===== src/rtl/cipher_pkg.sv =====
// Shared types and constants for the cipher round sequencer.
package cipher_pkg;
  typedef enum logic [1:0] {IDLE, ROUND, DONE} round_state_t;
  localparam int         NUM_ROUNDS = 16;
  localparam logic [3:0] LAST_ROUND = 4'd15;
  localparam int         DATA_W     = 128;
endpackage


===== src/rtl/cipher_round_ctrl.sv =====
// Round sequencer: accepts a block, runs it through the external round function
// for 16 cycles while stepping the round counter, then holds the result for handoff.
module cipher_round_ctrl
  import cipher_pkg::*;
#(
  parameter int DW = DATA_W
) (
  input  logic          clk,
  input  logic          n_rst,
  input  logic          in_valid,
  output logic          in_ready,
  input  logic [DW-1:0] in_block,
  output logic          out_valid,
  input  logic          out_ready,
  output logic [DW-1:0] out_block,
  output logic          count_enable,
  input  logic [3:0]    round_count,
  input  logic          cnt_rollover,
  output logic [DW-1:0] rf_state,
  input  logic [DW-1:0] rf_result,
  output logic          busy,
  output logic          sync_err
);

  round_state_t  state, nstate;
  logic [DW-1:0] state_reg;
  logic          armed;
  logic          accept;

  // armed keeps in_ready low while reset is asserted and for the first cycle after
  assign accept    = (state == IDLE) && armed && in_valid;
  assign out_block = state_reg;
  assign rf_state  = state_reg;

  // State register and post-reset arming flag
  always_ff @(posedge clk or negedge n_rst) begin
    if (!n_rst) begin
      state <= IDLE;
      armed <= 1'b0;
    end else begin
      state <= nstate;
      armed <= 1'b1;
    end
  end

  // Next-state and handshake/control outputs
  always_comb begin
    nstate       = state;
    in_ready     = 1'b0;
    out_valid    = 1'b0;
    count_enable = 1'b0;
    busy         = 1'b0;
    case (state)
      IDLE: begin
        in_ready = armed;
        if (accept) nstate = ROUND;
      end
      ROUND: begin
        count_enable = 1'b1;
        busy         = 1'b1;
        if (round_count == LAST_ROUND) nstate = DONE;
      end
      DONE: begin
        out_valid = 1'b1;
        busy      = 1'b1;
        if (out_ready) nstate = IDLE;
      end
      default: nstate = IDLE;
    endcase
  end

  // Block state: load on accept, replace with round output each ROUND cycle, frozen otherwise
  always_ff @(posedge clk or negedge n_rst) begin
    if (!n_rst)              state_reg <= '0;
    else if (accept)         state_reg <= in_block;
    else if (state == ROUND) state_reg <= rf_result;
  end

  // Sticky counter-desync flag: counter not at 0 on accept, or rollover out of step
  always_ff @(posedge clk or negedge n_rst) begin
    if (!n_rst)
      sync_err <= 1'b0;
    else if (accept && round_count != 4'd0)
      sync_err <= 1'b1;
    else if (state == ROUND && cnt_rollover != (round_count == LAST_ROUND))
      sync_err <= 1'b1;
  end

endmodule

===== config.mk =====
export PLATFORM = sky130hd
export DESIGN_NAME = cipher_round_ctrl
export DESIGN_NICKNAME = d
export VERILOG_FILES = /design/src/rtl/cipher_pkg.sv /design/src/rtl/cipher_round_ctrl.sv
export SDC_FILE = /design/constraint.sdc
export NUM_CORES = 1
export LEC_CHECK = 0
export BUFFER_PORTS_ARGS = -buffer_cell sky130_fd_sc_hd__buf_4
export CORE_AREA = 2 2 202 204
export DETAILED_ROUTE_END_ITERATION = 10
export DIE_AREA = 0 0 204 206
export PLACE_DENSITY_LB_ADDON = 0.25
export SKIP_LAST_GASP = 1
export SLEW_MARGIN = 10
export SYNTH_ARGS = -nofsm -noshare
export SYNTH_HDL_FRONTEND = slang
export SYNTH_SLANG_ARGS = --single-unit

===== constraint.sdc =====
create_clock -name clk -period 1.5 [get_ports clk]
set_input_delay 0.45 -clock clk [delete_from_list [all_inputs] [get_ports clk]]
set_output_delay 0.45 -clock clk [all_outputs]
set_load 0.005 [all_outputs]

=== After elaboration in Yosys (flattened, before gate mapping) ===
Index checks and enable logic that the tools add are counted.

* Equal/unequal tests: 7
* Muxes and demuxes: 12
* Reduce and logical (&&, ||, !) cells: 10

{| class="wikitable"
|+ Operator list
! cell !! number
|-
| $mux 128 || 2
|-
| $mux 1 || 6
|-
| $mux 2 || 3
|-
| $pmux 2 s3 || 1
|-
| $eq 4x4->1 const B || 1
|-
| $logic_and 1x1->1 || 4
|-
| $ne 2x2->1 const B || 2
|-
| $reduce_bool 2->1 || 2
|-
| $reduce_bool 4->1 || 1
|-
| $reduce_and 3->1 || 1
|-
| $eq 2x1->1 const B || 1
|-
| $eq 2x2->1 const B || 1
|-
| $logic_not 2->1 || 1
|-
| $ne 2x1->1 const B || 1
|-
| $reduce_or 2->1 || 1
|-
| $ne 1x1->1 || 1
|}

* Register bits: 132
* Input port bits: 265
* Logic and storage cells: 33

=== Depth between registers and ports, before layout ===
* Word-level depth: 5
* Depth in mapped cells: 9
* Depth with buffers taken out: 5

=== Least setup slack after synthesis ===
OpenSTA, ideal clock, no wires.

* Kind: reg-to-reg
* Start point: reg state[0]
* End point: reg state_reg[39] (netlist: out_block[39])
* Arrival: 1392 ps
* Setup slack: -26 ps
* Cell stages (with the launch flop): 10
* Path buffers: 4
* Clock period less this slack: 1526 ps
* Path through: dfrtp_1 > inv_1 > ha_1 > and3_1 > buf_6 > buf_8 > buf_12 > buf_8 > nand2_1 > o21ai_0

* Cells in the longest elaborated chain, start to end: 4
* Elaborated cells between the ends (all ways): 6
* Classes of those cells: eq/ne (1); mux (1); reduce/logical (4)

{| class="wikitable"
|+ RTL lines
! what !! RTL line !! source
|-
| start, declared || cipher_round_ctrl.sv:25 || <nowiki>round_state_t state, nstate;</nowiki>
|-
| start signal, assigned || cipher_round_ctrl.sv:41 || <nowiki>state <= nstate;</nowiki>
|-
| $logic_not 2->1 || cipher_round_ctrl.sv:31 || <nowiki>assign accept = (state == IDLE) && armed && in_valid;</nowiki>
|-
| $logic_and 1x1->1 (2 in series) || cipher_round_ctrl.sv:31 ||
|-
| $mux 128 / $reduce_bool 2->1 (equally long branches) || - ||
|-
| end signal, assigned || cipher_round_ctrl.sv:75 || <nowiki>else if (accept) state_reg <= in_block;</nowiki>
|-
| end signal, assigned || cipher_round_ctrl.sv:76 || <nowiki>else if (state == ROUND) state_reg <= rf_result;</nowiki>
|-
| end, declared || cipher_round_ctrl.sv:26 || <nowiki>logic [DW-1:0] state_reg;</nowiki>
|}

Parallel ways exist; a longest one is shown, timed or not.
A chain may end at the register's enable or synchronous reset.

=== Final worst setup path ===
* Start point: reg state[0]
* End point: out count_enable

* Cells in the longest elaborated chain, start to end: 2

{| class="wikitable"
|+ RTL lines
! what !! RTL line !! source
|-
| $eq 2x1->1 || cipher_round_ctrl.sv:53 || <nowiki>case (state)</nowiki>
|-
| $mux 1 || cipher_round_ctrl.sv:53 ||
|-
| end, declared || cipher_round_ctrl.sv:16 || <nowiki>output logic count_enable,</nowiki>
|}

Every way passes these cells.

==> metrics.yaml <==
cp_cell_sequence: "buf_6 -> ha_4 -> buf_12 -> buf_6"
design_area_mm2: 0.0128
place.gp.congestion: 0.770
cts_buffers: 17
grt_usage: 0.121
ys_types: 26
areaGrowthSynthToFinish_pct: 78.3
maxCapViolations: 0
critical_path_buf_inv_count: 3
seq_area_frac_synth: 0.459
path_delay_family: "flip-flops"
multi_input_area_mm2: 0.00279
fin_ws_ns: -0.280
instances_no_fill: 1731
diodes: 0
grt_start_max_net_pins: 35
rsz0062_at_grt: "true"
vdd_drop_max_mv: 0.806
ios: 526
internal-power_uw: 16400
finalPower_uw: 24700
cp-startpoint: "state[0]"
final_layout_size_suffix_gt1_frac: 0.618
critPathSlowestCell: "dfrtp_1"
hold_path.startpoint: "in_block[87]"
dieArea_mm2: 0.0420
nFillCells: 4174
critPathLaunchType: "flip-flop"
cts.sinks: 132
r2r-start: "state[0]"
seq_power_share: 0.295
cts_buffer_depth: 2
synth-seq-cells: 132
hold_path_class: "in -> reg"
slew_viol_final: 0
post-dp-hpwl_um: 20600
crit_path_end_kind: "output port"
status: "complete, but fails checks"
clockPowerShare: 0.169
synth_nets: 977
grt_pass1_vias: 6470
h-tree-depth: 4
synth_area_per_cell_um2: 10.1
synth_area_mm2: 0.00719
coreArea_mm2: 0.0402
ant_nets: 0
drc: 0
antenna_found_initial: 0
wl_um: 27700
die_x_um: 204
period_share: 1.19
initial_core_util: 0.179
crit_type: "reg -> out"
overflow: 0
clock.fmax_ghz: 0.562
fin_setup_tns_ns: -14.90
finalSetupViolCount: 133
dpl.cell_count: 1669
power_frac_comb: 0.536
viasPerCell: 3.83
dpl-instance-area_mm2: 0.0112
finalCriticalPeriod_ns: 1.78
final_nets: 1456
yosys_warnings: 0
vias: 6627
wl_per_cell_um: 16.0
worst-path-max-fanout: 2
cp_common_cell: "buf_6"
layout.cells.most_common: "buf_4"
dr.pass1.iters: 4
grt_pass1_wl_um: 38400
skew_ns: 0.00844
cts_root_buffer: "clkbuf_16"
syn_inst: 709
regArea_mm2: 0.00333
fp.dieH_um: 206
fp-row-count: 74
slowest_delay_ns: 0.40
violations: "negative setup slack"
final_cell_mix: "buf_4 (535), mux2i_1 (119), dfrtp_1 (112)"
cts_tree: "done"
largest_reg_flops: 128
clk_latency_ns: 0.43
p_leak_uw: 0.00610
power_density_mw_per_mm2: 1930
switching_share: 0.337
cp_data_arrival_time_ns: 1.33
io_buffers: 525
p_sw_uw: 8340
drtIter0Drc: 248
timing_hold_violations_final: 0
crit_required_ns: 1.05
clk_pin_slew_ns: 0.06
[worst min-delay path: stages]
cell and delay (ns):
buf_4 0.07, nand2_1 0.03, o21ai_0 0.05
[cells by family after synthesis]
family,synth area share
xor+xnor,0.00122
buf+inv,0.187
compound gates,0.0966
other cells,0.000521
mux,0.178
fa+ha+maj,0.00522
flops,0.459
simple gates,0.0717
[final cells by class]
| cell class | count | share of cell area |
|---|---|---|
| clock inverters | 11 | 0.0107 |
| clock buffers | 19 | 0.0338 |
| repair buffers | 632 | 0.426 |
| flip-flops and latches | 132 | 0.260 |
| multi-input cells | 402 | 0.218 |
| well taps | 532 | 0.0519 |
| inverters | 3 | 0.000878 |
[layer usage]
layer,global-route usage,vias up,wire length [um]
li1,-,3220,-
met1,0.147,3083,11400
met2,0.211,307,14100
met3,0.0348,17,1960
met4,0.0318,0,263
met5,0,-,0
[synthesized netlist by cell type, drive strengths merged]
cell,count,area (um^2)
a21bo,1,10.0
a21oi,1,5.00
a2bb2oi,1,8.76
a31oi,2,12.5
and2,1,6.26
and3,1,6.26
and4,1,8.76
buf,160,1290
clkbuf,12,47.6
conb,1,3.75
dfrtp,132,3300
ha,3,37.5
inv,3,11.3
mux2i,128,1280
nand2,128,480
nand2b,1,6.26
o211ai,1,7.51
o21ai,130,651
or4,1,7.51
xnor2,1,8.76
[stage by stage]
| step | utilization | setup WS [ns] | hold WS [ns] |
|---|---|---|---|
| after global placement | 0.278 | 0.0199 | 0.413 |
| after floorplan | - | 0.00417 | 0.154 |
| after global routing | 0.319 | -0.342 | 0.192 |
| after detailed placement | 0.278 | -0.0194 | 0.413 |
| final | 0.319 | -0.280 | 0.224 |
| after CTS | 0.307 | -0.325 | 0.185 |
[power by group through the flow]
stage	registers, uW	logic, uW	clock network, uW
floorplan	6770	6500	0
CTS	7250	12600	4360
finish	7300	13300	4190
global route	7560	14400	4520
global placement	7200	11600	0
detailed placement	7180	11600	0
[final timing paths]
path / to / slack (ns) / cells after the start
worst min register to register: sync_err / 0.54 / 2
worst max register to register: out_block[33] / -0.17 / 8
max in group asynchronous: out_block[11] / 0.45 / 3
min in group asynchronous: out_block[59] / 0.53 / 2
worst max-delay path: count_enable / -0.28 / 4
worst min-delay path: out_block[87] / 0.22 / 3
[repair_timing]
item	4_1_cts	5_1_grt
hold buffers	1	0
gates resized for setup	58	129
setup buffers	12	12
pin swaps	5	28
setup endpoints to repair	57	174
cloned	9	3
hold endpoints to repair	21	0
No activity file was read; power rests on OpenSTA's default activity.
